==> config.mk <==
export PLATFORM = sky130hd
export DESIGN_NAME = cpu_bus_arb
export DESIGN_NICKNAME = d
export VERILOG_FILES = /design/src/rtl/cpu_bus_arb.sv
export SDC_FILE = /design/constraint.sdc
export NUM_CORES = 1
export LEC_CHECK = 0
export CORE_MARGIN = 2
export CORE_UTILIZATION = 28
export CTS_BUF_LIST = sky130_fd_sc_hd__clkbuf_4 sky130_fd_sc_hd__clkbuf_8
export CTS_CLUSTER_SIZE = 20
export DETAILED_ROUTE_END_ITERATION = 10
export SYNTH_ARGS = -nofsm -noshare
export SYNTH_HDL_FRONTEND = slang
export SYNTH_SLANG_ARGS = --single-unit
==> constraint.sdc <==
create_clock -name clk -period 5.4 [get_ports clk]
set_clock_uncertainty 0.15 [all_clocks]
set_input_delay 1.08 -clock clk [delete_from_list [all_inputs] [get_ports clk]]
set_output_delay 1.08 -clock clk [all_outputs]
set_load 0.03 [all_outputs]
==> src/rtl/cpu_bus_arb.sv <==
// Purpose : shares the single CPU bus master port between IF fetches and MEM-stage accesses.
// Latency : 5 cycles strobe-to-release minimum; each grant or ready wait cycle adds one.
// Backpres: requesters stall on X_busy; the arbiter waits on bus_grnt_ and bus_rdy_ without timeout.
//
// Ports:
//   clk, reset               rising-edge clock, asynchronous active-high reset
//   stall, flush             pipeline stall (holds DONE) and flush (drops or discards the access)
//   if_as_, if_addr          IF read strobe (active-low) and word address
//   if_rd_data, if_busy      IF read result register and stall request
//   mem_as_, mem_rw,         MEM strobe (active-low), READ=1/WRITE=0,
//   mem_addr, mem_wr_data    word address and write data
//   mem_rd_data, mem_busy    MEM read result register and stall request
//   bus_req_, bus_grnt_      bus request/grant handshake (active-low)
//   bus_as_, bus_rw,         bus address strobe (one cycle, active-low), direction,
//   bus_addr, bus_wr_data    word address and write data (held REQ..WAIT)
//   bus_rd_data, bus_rdy_    bus read data and ready (active-low)
module cpu_bus_arb (
  input  logic        clk,
  input  logic        reset,
  input  logic        stall,
  input  logic        flush,
  input  logic        if_as_,
  input  logic [29:0] if_addr,
  output logic [31:0] if_rd_data,
  output logic        if_busy,
  input  logic        mem_as_,
  input  logic        mem_rw,
  input  logic [29:0] mem_addr,
  input  logic [31:0] mem_wr_data,
  output logic [31:0] mem_rd_data,
  output logic        mem_busy,
  output logic        bus_req_,
  input  logic        bus_grnt_,
  output logic        bus_as_,
  output logic        bus_rw,
  output logic [29:0] bus_addr,
  output logic [31:0] bus_wr_data,
  input  logic [31:0] bus_rd_data,
  input  logic        bus_rdy_
);

  localparam logic READ = 1'b1;

  typedef enum logic [2:0] {ST_IDLE, ST_REQ, ST_ACCESS, ST_WAIT, ST_DONE} state_t;
  typedef enum logic {OWN_IF, OWN_MEM} owner_t;

  state_t      state, state_nxt;
  owner_t      owner, owner_nxt;
  logic        flush_seen, flush_seen_nxt;
  logic        req_nxt, as_nxt, rw_nxt;
  logic [29:0] addr_nxt;
  logic [31:0] wd_nxt, if_rd_nxt, mem_rd_nxt;
  logic        flush_hit;

  // A flush arriving after bus_as_ cannot abort the bus cycle; remember it
  // so the completed result is dropped instead of handed to the pipeline.
  assign flush_hit = flush_seen | flush;

  always_ff @(posedge clk or posedge reset) begin
    if (reset) begin
      state       <= ST_IDLE;
      owner       <= OWN_MEM;
      flush_seen  <= 1'b0;
      bus_req_    <= 1'b1;
      bus_as_     <= 1'b1;
      bus_rw      <= READ;
      bus_addr    <= '0;
      bus_wr_data <= '0;
      if_rd_data  <= '0;
      mem_rd_data <= '0;
    end else begin
      state       <= state_nxt;
      owner       <= owner_nxt;
      flush_seen  <= flush_seen_nxt;
      bus_req_    <= req_nxt;
      bus_as_     <= as_nxt;
      bus_rw      <= rw_nxt;
      bus_addr    <= addr_nxt;
      bus_wr_data <= wd_nxt;
      if_rd_data  <= if_rd_nxt;
      mem_rd_data <= mem_rd_nxt;
    end
  end

  always_comb begin
    state_nxt      = state;
    owner_nxt      = owner;
    flush_seen_nxt = flush_seen;
    req_nxt        = bus_req_;
    as_nxt         = bus_as_;
    rw_nxt         = bus_rw;
    addr_nxt       = bus_addr;
    wd_nxt         = bus_wr_data;
    if_rd_nxt      = if_rd_data;
    mem_rd_nxt     = mem_rd_data;

    case (state)
      ST_IDLE: begin
        flush_seen_nxt = 1'b0;
        // MEM has fixed priority: the older instruction must make progress.
        if (!mem_as_) begin
          owner_nxt = OWN_MEM;
          addr_nxt  = mem_addr;
          rw_nxt    = mem_rw;
          wd_nxt    = mem_wr_data;
          req_nxt   = 1'b0;
          state_nxt = ST_REQ;
        end else if (!if_as_) begin
          owner_nxt = OWN_IF;
          addr_nxt  = if_addr;
          rw_nxt    = READ;
          wd_nxt    = '0;
          req_nxt   = 1'b0;
          state_nxt = ST_REQ;
        end
      end
      ST_REQ: begin
        if (flush) begin
          req_nxt   = 1'b1;
          state_nxt = ST_IDLE;
        end else if (!bus_grnt_) begin
          as_nxt    = 1'b0;
          state_nxt = ST_ACCESS;
        end
      end
      ST_ACCESS: begin
        as_nxt         = 1'b1;
        flush_seen_nxt = flush_hit;
        state_nxt      = ST_WAIT;
      end
      ST_WAIT: begin
        flush_seen_nxt = flush_hit;
        if (!bus_rdy_) begin
          req_nxt        = 1'b1;
          flush_seen_nxt = 1'b0;
          if (flush_hit) begin
            state_nxt = ST_IDLE;
          end else begin
            state_nxt = ST_DONE;
            if (bus_rw == READ) begin
              if (owner == OWN_MEM) mem_rd_nxt = bus_rd_data;
              else                  if_rd_nxt  = bus_rd_data;
            end
          end
        end
      end
      ST_DONE: begin
        if (flush || !stall) state_nxt = ST_IDLE;
      end
      default: state_nxt = ST_IDLE;
    endcase
  end

  // Busy drops only in DONE for the owner; a waiting non-owner stays stalled.
  assign if_busy  = ~if_as_  & ~(state == ST_DONE && owner == OWN_IF);
  assign mem_busy = ~mem_as_ & ~(state == ST_DONE && owner == OWN_MEM);

endmodule

=== Word-level counts from Yosys, hierarchy flattened ===
Index checks and enable logic that the tools add are counted.

* Register bits after elaboration: 134

* Bitwise operators: 10
* Muxes and demuxes: 25
* Reduce and logical (&&, ||, !) cells: 14
* Eq/ne operators: 12

{| class="wikitable"
|+ Operator list
! kind !! number
|-
| 32-bit 2-to-1 mux || 2
|-
| 30-bit 2-to-1 mux || 2
|-
| 3-bit 2-to-1 mux || 7
|-
| 3-bit one-hot mux with 5 select lines || 1
|-
| 2-bit inequality test (second input constant) || 6
|-
| 1-bit 2-to-1 mux || 10
|-
| 5-bit AND reduction || 2
|-
| 4-bit AND reduction || 2
|-
| 1-bit NOT || 7
|-
| 3-bit by 2-bit == test with 1-bit output (second input constant) || 2
|-
| 3-bit inequality test (second input constant) || 2
|-
| 1-bit one-hot mux with 3 select lines || 2
|-
| 3-bit nonzero test || 2
|-
| 3-bit by 1-bit == test with 1-bit output (second input constant) || 1
|-
| 3-bit == test (second input constant) || 1
|-
| 3-bit zero test || 1
|-
| 3-bit AND reduction || 1
|-
| 1-bit bitwise AND || 2
|-
| 1-bit logical AND || 2
|-
| 1-bit one-hot mux with 2 select lines || 1
|-
| 2-bit AND reduction || 1
|-
| 2-bit nonzero test || 1
|-
| 1-bit zero test || 1
|-
| 1-bit logical OR || 1
|-
| 1-bit OR || 1
|}

=== Longest topological paths before layout ===
Gate-level depths: netlist of run 1.

* Depth in word-level cells: 4
* Gate-level depth with buffers: 5
* Gate-level depth less buffers: 3

=== Least setup slack after synthesis of run 1 ===
OpenSTA, ideal clock, no wires.

* Path type: input to output
* From: in mem_as_
* To: out mem_busy
* Stages: 3
* Slack: 2.058 ns
* Arrival time: 2.112 ns
* Data required time: 4.170 ns
* Cells stage by stage: buf_2 > buf_1 > a31oi_1

* Longest elaborated chain between the ends: 2

{| class="wikitable"
|+ Ends and longest elaborated chain
! what !! line !! source
|-
| start, declared || 26 || <nowiki>input logic mem_as_,</nowiki>
|-
| 1-bit NOT || 156 || <nowiki>assign mem_busy = ~mem_as_ & ~(state == ST_DONE && owner == OWN_MEM);</nowiki>
|-
| 1-bit bitwise AND || 156 ||
|-
| end, declared || 31 || <nowiki>output logic mem_busy,</nowiki>
|}

No other way between the ends.

=== Final worst setup path of run 1 ===
* From: in if_as_
* To: out if_busy

* Longest elaborated chain between the ends: 2

{| class="wikitable"
|+ Ends and longest elaborated chain
! what !! line !! source
|-
| start, declared || 22 || <nowiki>input logic if_as_,</nowiki>
|-
| 1-bit NOT || 155 || <nowiki>assign if_busy = ~if_as_ & ~(state == ST_DONE && owner == OWN_IF);</nowiki>
|-
| 1-bit bitwise AND || 155 ||
|-
| end, declared || 25 || <nowiki>output logic if_busy,</nowiki>
|}

No other way between the ends.

==> results of run 1 <==
state kept, by name, summed over array words and instances, names as in the netlist:
register,count
if_rd_data,32
state,3
owner,1
bus_wr_data,32
mem_rd_data,32
flush_seen,1
bus_req_,1
bus_rw,1
bus_addr,30
bus_as_,1
power by group through the flow:
stage	combinational (µW)	sequential [µW]	clock, µW
after floorplan	723	2450	0
after global placement	2510	1680	0
after detailed placement	2540	1690	0
after CTS	2550	1680	860
after global routing	2660	1730	907
final	2510	1670	826
placed cells by master (no fill, tap or decap), types with 2 or more instances in the layout:
cell type        Yosys  layout
a21oi_1              4       4
a21oi_2             29      29
a22o_1              32      32
a31oi_1              4       4
buf_4                3       8
bufinv_16            0       2
clkbuf_8             0      17
clkdlybuf4s50_1      0     262
clkinv_2             0       3
clkinv_4             0       2
clkinvlp_4           0       3
dfrtp_1            130     130
dfstp_2              4       4
inv_1                5       4
inv_6                0       5
mux2_1               5       5
mux2_2              59      59
mux2i_1             30      30
nand2_1              4       4
nand3_1              2       2
nor2_1              34      34
nor3_1               2       2
nor3b_2              2       2
o21a_1               2       2
o21ai_0              2       2
per-layer routing:
layer / track usage [%] / up-vias / wire length [µm]
met5: 0 / - / 34
met1: 16.51 / 1946 / 5921
li1: - / 1913 / -
met4: 5.366 / 4 / 303
met2: 22.93 / 193 / 6978
met3: 6.231 / 23 / 1449
worst max path at each step:
| stage | start | cells past startpoint | slack, ps | to |
|---|---|---|---|---|
| finish | if_as_ | 3 | 1630 | if_busy |
| global route | if_as_ | 3 | 1570 | if_busy |
| CTS | if_as_ | 3 | 1590 | if_busy |
| floorplan | reset | 1 | 590 | bus_addr[0]$_DFFE_PP0P_ |
| global placement | if_as_ | 3 | 1570 | if_busy |
| detailed placement | if_as_ | 3 | 1580 | if_busy |
area by class of cell:
type | count | share of cell area (%)
clock buffers | 17 | 2.689
repair buffers | 271 | 30.88
inverters | 5 | 0.2732
multi-input cells | 220 | 22.03
well taps | 265 | 3.810
clock inverters | 14 | 1.725
flip-flops and latches | 134 | 38.59
cells by family after synthesis:
family | count (synthesis)
flip-flops | 134
multiplexers | 94
AO/OA/AOI/OAI | 77
AND/OR/NAND/NOR | 49
buffers and inverters | 31
worst max-delay path: cells and delay by family:
kind	cells	cell delay, ps
AO/OA/AOI/OAI	1	260
buffers and inverters	2	1200
stage by stage:
stage	instances	worst slack, ps	utilization, %
floorplan	385	593.9	-
global placement	895	1569	43.02
detailed placement	895	1580	43.02
CTS	926	1587	45.01
global route	926	1568	45.01
finish	926	1626	45.01
==> impl_metrics.py, run 1 <==
metrics = {
    "worst_setup_path": {
        "worst_path_max_delay_cell": "clkdlybuf4s50_1",
        "worstSetupEndpointType": "output port",
        "worstPathRequired_ps": 4170,
        "reg2reg_setup_slack_ps": 2750,
        "critical_path_arrival_ps": 2540,
        "cp-start-kind": "input port",
        "rr_endpoint": "mem_rd_data[31]$_DFFE_PP0P_",
        "cp_common_cell": "clkdlybuf4s50_1",
        "path_cells": "clkdlybuf4s50_1, a31oi_1, clkdlybuf4s50_1",
        "worstSetupPathType": "in -> out",
        "worstReg2RegStart": "state[0]$_DFFE_PP0P_",
        "max_stage_delay_ps": 720,
        "crit_fanout": 3,
        "r2r_cells": 4,
    },
    "clocking": {
        "cts_setup_buffers": 0,
        "root_buffer": "clkbuf_8",
        "cts_resized": 0,
        "path_clk_slew_ps": 80,
        "clock_latency_ps": 440,
        "cts_sinks": 134,
        "cts_hold_buf": 0,
        "clock_path_buffers": 2,
        "numCtsBuffers": 17,
        "tritoncts": "yes",
        "cts-htree-levels": 4,
    },
    "global_route": {
        "grt_pass1_vias": 4272,
        "antenna_found_initial": 2,
        "overflow": 0,
        "grt_pass1_wl_mm": 22.51,
        "grt_max_degree": 80,
        "track_usage_pct": 14.14,
    },
    "yosys": {
        "synthMuxAreaShare_pct": 18.66,
        "synth.avg_cell_area_um2": 14.21,
        "synth_compound_area_share_pct": 11.98,
        "synth_top_area_share_pct": 59.46,
        "synthArstFlopShare_pct": 100.0,
        "syn_inst": 385,
        "yosysMostFrequentCell": "dfrtp_1",
        "synth.distinct_cells": 31,
        "syn-cell-area_mm2": 0.005471,
        "synthTopCellsByCount": "dfrtp_1, mux2_2, nor2_1",
        "yosysSeqAreaShare_pct": 61.38,
        "synth-adder-area-share_pct": 0,
        "syn_nets": 518,
        "synth-edff-count": 0,
        "synth_simple_gate_area_share_pct": 4.391,
        "ys_warn_count": 0,
        "yosys.area.top_type": "dfrtp_1",
        "synth-seq-cells": 134,
        "ys_top_cells_by_area": "dfrtp_1, mux2_2, mux2i_1",
        "synth_xor_xnor_area_share_pct": 0,
        "synth_top_family_by_area": "multiplexers",
        "ys.flop_type": "dfrtp_1",
    },
    "pwr": {
        "vdd.ir_drop.worst_mv": 0.2340,
        "p_leak_uw": 0.003712,
        "p_comb_share_pct": 50.1,
        "seq_power_share_pct": 33.4,
        "powerDensity_mw_per_mm2": 575.6,
        "p_int_uw": 2957,
        "clkPwrFrac_pct": 16.5,
        "finalPower_uw": 5009,
        "netSwitchingFraction_pct": 40.96,
        "power.switching_uw": 2052,
    },
    "die": {
        "die-area_mm2": 0.02068,
        "dieHeight_um": 143.8,
        "fp-row-count": 51,
        "die_w_um": 143.8,
        "io_pins": 264,
        "start_util_pct": 28.30,
        "coreArea_mm2": 0.01933,
    },
    "final_layout": {
        "multiInputGateArea_mm2": 0.001917,
        "diodes": 0,
        "nFillCells": 1782,
        "drive_above_1_share_pct": 20.73,
        "area_growth_pct": 59.04,
        "final_area_mm2": 0.008702,
        "regArea_mm2": 0.003358,
        "finalNetCount": 782,
    },
    "min_path": {
        "min_to": "if_rd_data[30]$_DFFE_PP0P_",
        "hold_start": "if_rd_data[30]$_DFFE_PP0P_",
        "hold_depth": 1,
        "hp-class": "reg -> reg",
    },
    "drt": {
        "antenna_left": 0,
        "dr.pass1.iters": 4,
        "post_drt_via_cell_ratio": 4.405,
        "dr_total_vias": 4079,
        "drt_iter0_drc": 68,
        "post_drt_wl_per_cell_um": 15.86,
        "drc_errors": 0,
        "wirelength_mm": 14.69,
    },
    "timing": {
        "hold_slack_ps": 343.3,
        "worst_pin_slew_ps": 734.5,
        "finalSetupViolations": 0,
        "fin_crit_sh_pct": 69.88,
        "period_needed_ps": 3774,
        "fmax_mhz": 265.0,
        "hold_viol": 0,
        "maxSlewViolCount": 0,
        "relSlewSlack_pct": 51.03,
        "tns_ps": 0,
        "rsz0062_at_grt": "false",
    },
    "outcome": {
        "status": "finished, final reports clean",
    },
    "placement": {
        "dp_hpwl_mm": 10.93,
        "io_buffers": 263,
        "gp_congestion": 0.7209,
        "dpl_cell_area_mm2": 0.008318,
    },
    "job": {
        "drv_cap": 0,
    },
}
(Power assumes the default switching activity.)
==> run 2, diff against run 1 <==
Clock period 5.4 ns to 3.4 ns, I/O delays scaled along.
==> run 2 against run 1 <==
Net effect: total power rose by 62%; critical path depth unchanged; hold slack got worse by 3.0 ps; utilization increased by 0.49 points; sequential power rose by 59%.
==> impl_metrics.py, run 2 (same netlist as run 1, synthesis figures left out) <==
metrics = {
    "drt": {
        "drc_errors": 0,
        "drt_iter0_drc": 150,
        "dr.pass1.iters": 4,
        "antenna_left": 0,
        "post_drt_wl_per_cell_um": 15.62,
        "post_drt_via_cell_ratio": 4.429,
        "wirelength_mm": 14.52,
        "dr_total_vias": 4119,
    },
    "job": {
        "drv_cap": 0,
    },
    "die": {
        "io_pins": 264,
        "dieHeight_um": 143.8,
        "fp-row-count": 51,
        "die-area_mm2": 0.02068,
        "start_util_pct": 28.30,
        "die_w_um": 143.8,
        "coreArea_mm2": 0.01933,
    },
    "worst_setup_path": {
        "worstSetupEndpointType": "output port",
        "crit_fanout": 11,
        "reg2reg_setup_slack_ps": 1020,
        "critical_path_arrival_ps": 2160,
        "r2r_cells": 4,
        "cp-start-kind": "flip-flop",
        "critPathLaunch": "state[0]$_DFFE_PP0P_",
        "crit_path_end": "mem_busy",
        "worstPathRequired_ps": 2570,
        "worstReg2RegStart": "state[0]$_DFFE_PP0P_",
        "rr_endpoint": "mem_rd_data[25]$_DFFE_PP0P_",
        "worstSetupPathType": "reg -> out",
    },
    "clocking": {
        "clock_path_buffers": 2,
        "numCtsBuffers": 17,
        "cts_resized": 0,
        "tritoncts": "yes",
        "path_clk_slew_ps": 80,
        "cts_sinks": 134,
        "cts-htree-levels": 4,
        "cts_setup_buffers": 0,
        "cts_hold_buf": 0,
        "clock_latency_ps": 430,
        "root_buffer": "clkbuf_8",
    },
    "global_route": {
        "grt_pass1_wl_mm": 22.46,
        "overflow": 0,
        "grtUsageMet2_pct": 23.41,
        "track_usage_pct": 14.07,
        "antenna_found_initial": 1,
        "busiest_layer": "met2",
        "use_met1_pct": 16.33,
        "grt_max_degree": 135,
        "grt_pass1_vias": 4214,
        "use_met3_pct": 6.231,
    },
    "final_layout": {
        "final_area_mm2": 0.008796,
        "final_common_cell": "clkdlybuf4s50_1",
        "top_regs": "bus_wr_data: 32 flops, if_rd_data: 32 flops, mem_rd_data: 32 flops",
        "drive_above_1_share_pct": 21.08,
        "finalNetCount": 784,
        "area_growth_pct": 60.76,
        "fin_cells": 930,
        "final_core_util_pct": 45.49,
        "most-common-layout-cells": "clkdlybuf4s50_1, dfrtp_1, mux2_2",
    },
    "placement": {
        "io_buffers": 263,
        "dp_hpwl_mm": 10.75,
        "dpl_cell_area_mm2": 0.008357,
        "dpl_worst_slack_ps": 445.6,
        "gp_congestion": 0.7276,
        "dp.cells": 897,
    },
    "timing": {
        "fin_crit_sh_pct": 87.96,
        "worst_pin_slew_ps": 792.7,
        "finalSetupViolations": 0,
        "rsz0062_at_grt": "false",
        "fmax_mhz": 334.4,
        "relSlewSlack_pct": 47.15,
        "period_needed_ps": 2990,
        "layout_setup_ws_ps": 409.5,
        "hold_viol": 0,
        "maxSlewViolCount": 0,
        "tns_ps": 0,
    },
    "pwr": {
        "seq_power_share_pct": 32.8,
        "power.switching_uw": 3262,
        "p_comb_share_pct": 49.3,
        "p_int_uw": 4846,
        "p_leak_uw": 0.003747,
        "powerDensity_mw_per_mm2": 921.8,
        "clkPwrFrac_pct": 17.9,
        "vdd.ir_drop.worst_mv": 0.3718,
        "netSwitchingFraction_pct": 40.23,
    },
    "min_path": {
        "hold_start": "if_rd_data[30]$_DFFE_PP0P_",
        "hp-class": "reg -> reg",
    },
    "outcome": {
        "status": "finished, final reports clean",
    },
}
[run 2: changes by cell type in the layout (fill, tap and decap cells not counted), sizes merged]
cell and delta:
buf +2, clkinv -3, clkbuf +3, diode +1, inv -1, clkinvlp +1, bufinv +1
[run 2: power groups by stage]
stage / Combinational [µW] / Sequential (µW) / Clock (µW)
CTS: 4050 / 2670 / 1510
detailed placement: 4030 / 2700 / 0
global route: 4240 / 2760 / 1580
global placement: 4000 / 2670 / 0
finish: 4000 / 2660 / 1460
floorplan: 1150 / 3890 / 0
[run 2: how the worst min path moves through the flow]
stage | to | cells past startpoint | slack [ps]
after floorplan | owner$_DFFE_PP1P_ | 2 | 340
after global placement | if_rd_data[3]$_DFFE_PP0P_ | 1 | 320
after detailed placement | if_rd_data[30]$_DFFE_PP0P_ | 1 | 330
after CTS | if_rd_data[30]$_DFFE_PP0P_ | 1 | 340
after global routing | if_rd_data[3]$_DFFE_PP0P_ | 1 | 360
final | if_rd_data[30]$_DFFE_PP0P_ | 1 | 340
[run 2: layout make-up]
| type | count | area (µm²) |
|---|---|---|
| clock buffers | 20 | 269.0 |
| inverters | 5 | 22.52 |
| multi-input cells | 220 | 1917 |
| flip-flops and latches | 134 | 3358 |
| repair buffers | 273 | 2728 |
| diodes | 1 | 2.502 |
| clock inverters | 12 | 167.7 |
| well taps | 265 | 331.6 |
| fillers | 1813 | 10540 |
[run 2: per-layer routing]
metal	share of wire, %	wire [µm]
met5	0	0
met4	1.2	168
met3	9.4	1360
met2	49	7140
met1	40	5852
[run 2: critical path, stage by stage, from the launching register on]
cell	delay [ps]
dfrtp_1	640
nor2_1	160
a31oi_1	190
clkdlybuf4s50_1	740
[run 2: stage by stage]
step / hold WS (ps) / total power (µW)
4_1_cts: 344.4 / 8220
2_1_floorplan: 344.5 / 5034
3_5_place_dp: 326.1 / 6730
3_3_place_gp: 317.0 / 6663
5_1_grt: 355.5 / 8575
6_report: 340.4 / 8108
==> run 3, diff against run 2 <==
Settings changed: CORE_UTILIZATION 28 to 38, PLACE_DENSITY set to 0.79.
==> run 3 against run 2 <==
Net effect: global-route usage rose by 4.2 points; sequential power barely moved; hold slack improved by 4.4 ps; non-clock buffer count fell by 1; setup slack got worse by 5.2 ps; die area fell by 26%; utilization rose by 16 points; final area fell by 1.5%; via count fell by 0.44%; combinational power barely moved; sequential cell count did not move; sequential share of layout area rose by 0.57 points; largest power group unchanged.
==> impl_metrics.py, run 3 (same netlist as run 1, synthesis figures left out) <==
metrics = {
    "outcome": {
        "status": "finished, final reports clean",
    },
    "pwr": {
        "clkPwrFrac_pct": 17.2,
        "powerDensity_mw_per_mm2": 928.7,
        "p_int_uw": 4837,
        "power.switching_uw": 3212,
        "p_comb_share_pct": 49.6,
        "vdd.ir_drop.worst_mv": 0.4651,
        "seq_power_share_pct": 33.1,
        "netSwitchingFraction_pct": 39.91,
        "p_leak_uw": 0.003747,
    },
    "global_route": {
        "grt_pass1_vias": 4322,
        "grt_max_degree": 68,
        "grt_pass1_wl_mm": 21.34,
        "overflow": 0,
        "track_usage_pct": 18.29,
        "antenna_found_initial": 0,
    },
    "worst_setup_path": {
        "worstPathRequired_ps": 2570,
        "worstSetupEndpointType": "output port",
        "worstSetupPathType": "reg -> out",
        "reg2reg_setup_slack_ps": 1110,
        "cp-start-kind": "flip-flop",
        "rr_endpoint": "if_rd_data[25]$_DFFE_PP0P_",
        "worstReg2RegStart": "state[0]$_DFFE_PP0P_",
        "r2r_cells": 4,
        "crit_fanout": 12,
        "critical_path_arrival_ps": 2170,
    },
    "drt": {
        "drt_iter0_drc": 143,
        "dr.pass1.iters": 4,
        "antenna_left": 0,
        "post_drt_wl_per_cell_um": 16.74,
        "dr_total_vias": 4101,
        "drc_errors": 0,
        "wirelength_mm": 14.12,
        "post_drt_via_cell_ratio": 4.865,
    },
    "timing": {
        "maxSlewViolCount": 0,
        "relSlewSlack_pct": 62.93,
        "fin_crit_sh_pct": 88.11,
        "worst_pin_slew_ps": 556.1,
        "rsz0062_at_grt": "false",
        "hold_slack_ps": 344.8,
        "fmax_mhz": 333.8,
        "period_needed_ps": 2996,
        "finalSetupViolations": 0,
        "hold_viol": 0,
        "tns_ps": 0,
    },
    "final_layout": {
        "top_regs": "bus_wr_data: 32 flops, if_rd_data: 32 flops, mem_rd_data: 32 flops",
        "most-common-layout-cells": "clkdlybuf4s50_1, dfrtp_1, mux2_2",
        "drive_above_1_share_pct": 20.97,
        "finalNetCount": 783,
        "nFillCells": 1105,
        "final_common_cell": "clkdlybuf4s50_1",
        "area_growth_pct": 58.38,
        "diodes": 0,
        "fin_cells": 843,
    },
    "die": {
        "die_w_um": 124.0,
        "io_pins": 264,
        "dieHeight_um": 124.0,
        "die-area_mm2": 0.01537,
        "coreArea_mm2": 0.01399,
        "fp-row-count": 43,
        "start_util_pct": 39.11,
    },
    "placement": {
        "dp.cells": 811,
        "dp_hpwl_mm": 10.56,
        "io_buffers": 263,
        "gp_congestion": 0.7174,
    },
    "clocking": {
        "cts_sinks": 134,
        "tritoncts": "yes",
        "clock_path_buffers": 2,
        "clock_latency_ps": 430,
        "cts_resized": 0,
        "cts_setup_buffers": 0,
        "root_buffer": "clkbuf_8",
        "cts-htree-levels": 4,
        "cts_hold_buf": 0,
        "path_clk_slew_ps": 70,
        "numCtsBuffers": 17,
    },
    "min_path": {
        "hold_start": "if_rd_data[30]$_DFFE_PP0P_",
        "hold_depth": 1,
        "hp-class": "reg -> reg",
        "min_to": "if_rd_data[30]$_DFFE_PP0P_",
    },
    "job": {
        "drv_cap": 0,
    },
}
==> run 3: cell count changes in the layout (fill, tap and decap cells not counted) <==
| cell | change |
|---|---|
| buf_4 | -1 |
| clkbuf_4 | +1 |
| clkinv_2 | +3 |
| clkinv_4 | -1 |
| clkinvlp_4 | -1 |
| diode_2 | -1 |
| inv_6 | -1 |
| inv_8 | -1 |
==> run 3: layout make-up <==
cell class	count	area (µm²)	share of cell area, %
Tap cell	180	225.2	2.599
Clock buffer	21	276.5	3.191
Multi-Input combinational cell	220	1917	22.12
Inverter	5	22.52	0.2599
Clock inverter	11	146.4	1.689
Timing Repair Buffer	272	2720	31.39
Sequential cell	134	3358	38.75
==> run 3: per-layer routing <==
| metal | vias to the layer above | GRT usage [%] | routed length [µm] |
|---|---|---|---|
| li1 | 1910 | - | - |
| met1 | 1979 | 20.19 | 5415 |
| met2 | 190 | 31.42 | 7004 |
| met3 | 22 | 7.463 | 1395 |
| met4 | 0 | 7.233 | 299 |
| met5 | - | 0 | 0 |
==> run 3: worst max path at each step <==
stage / from / to / slack [ps] / cells after the start
3_3_place_gp: if_as_ / if_busy / 480 / 3
4_1_cts: state[1]$_DFFE_PP0P_ / mem_busy / 350 / 3
2_1_floorplan: mem_as_ / mem_busy / 860 / 3
3_5_place_dp: if_as_ / if_busy / 490 / 3
5_1_grt: state[0]$_DFFE_PP0P_ / if_busy / 270 / 3
6_report: state[1]$_DFFE_PP0P_ / mem_busy / 400 / 3
==> run 3: power groups by stage <==
stage               sequential [µW]  combinational [µW]  clock (µW)
finish                         2670                4000        1390
global route                   2750                4220        1500
CTS                            2670                4040        1430
detailed placement             2700                4030           0
global placement               2660                3960           0
floorplan                      3890                1150           0
==> run 3: critical path, stage by stage, from the launching register on <==
cell and delay (ps):
dfrtp_1 640, nor2_1 150, a31oi_1 210, clkdlybuf4s50_1 730
==> run 3: stage by stage <==
| step | utilization (%) | power [µW] | setup WS [ps] | area [µm²] |
|---|---|---|---|---|
| finish | 61.95 | 8048 | 404.4 | 8666 |
| global route | 61.95 | 8476 | 272.6 | 8666 |
| CTS | 61.95 | 8144 | 346.4 | 8666 |
| detailed placement | 58.93 | 6732 | 492.3 | 8243 |
| global placement | 58.93 | 6617 | 482.4 | 8243 |
| floorplan | - | 5034 | 857.8 | 5475 |
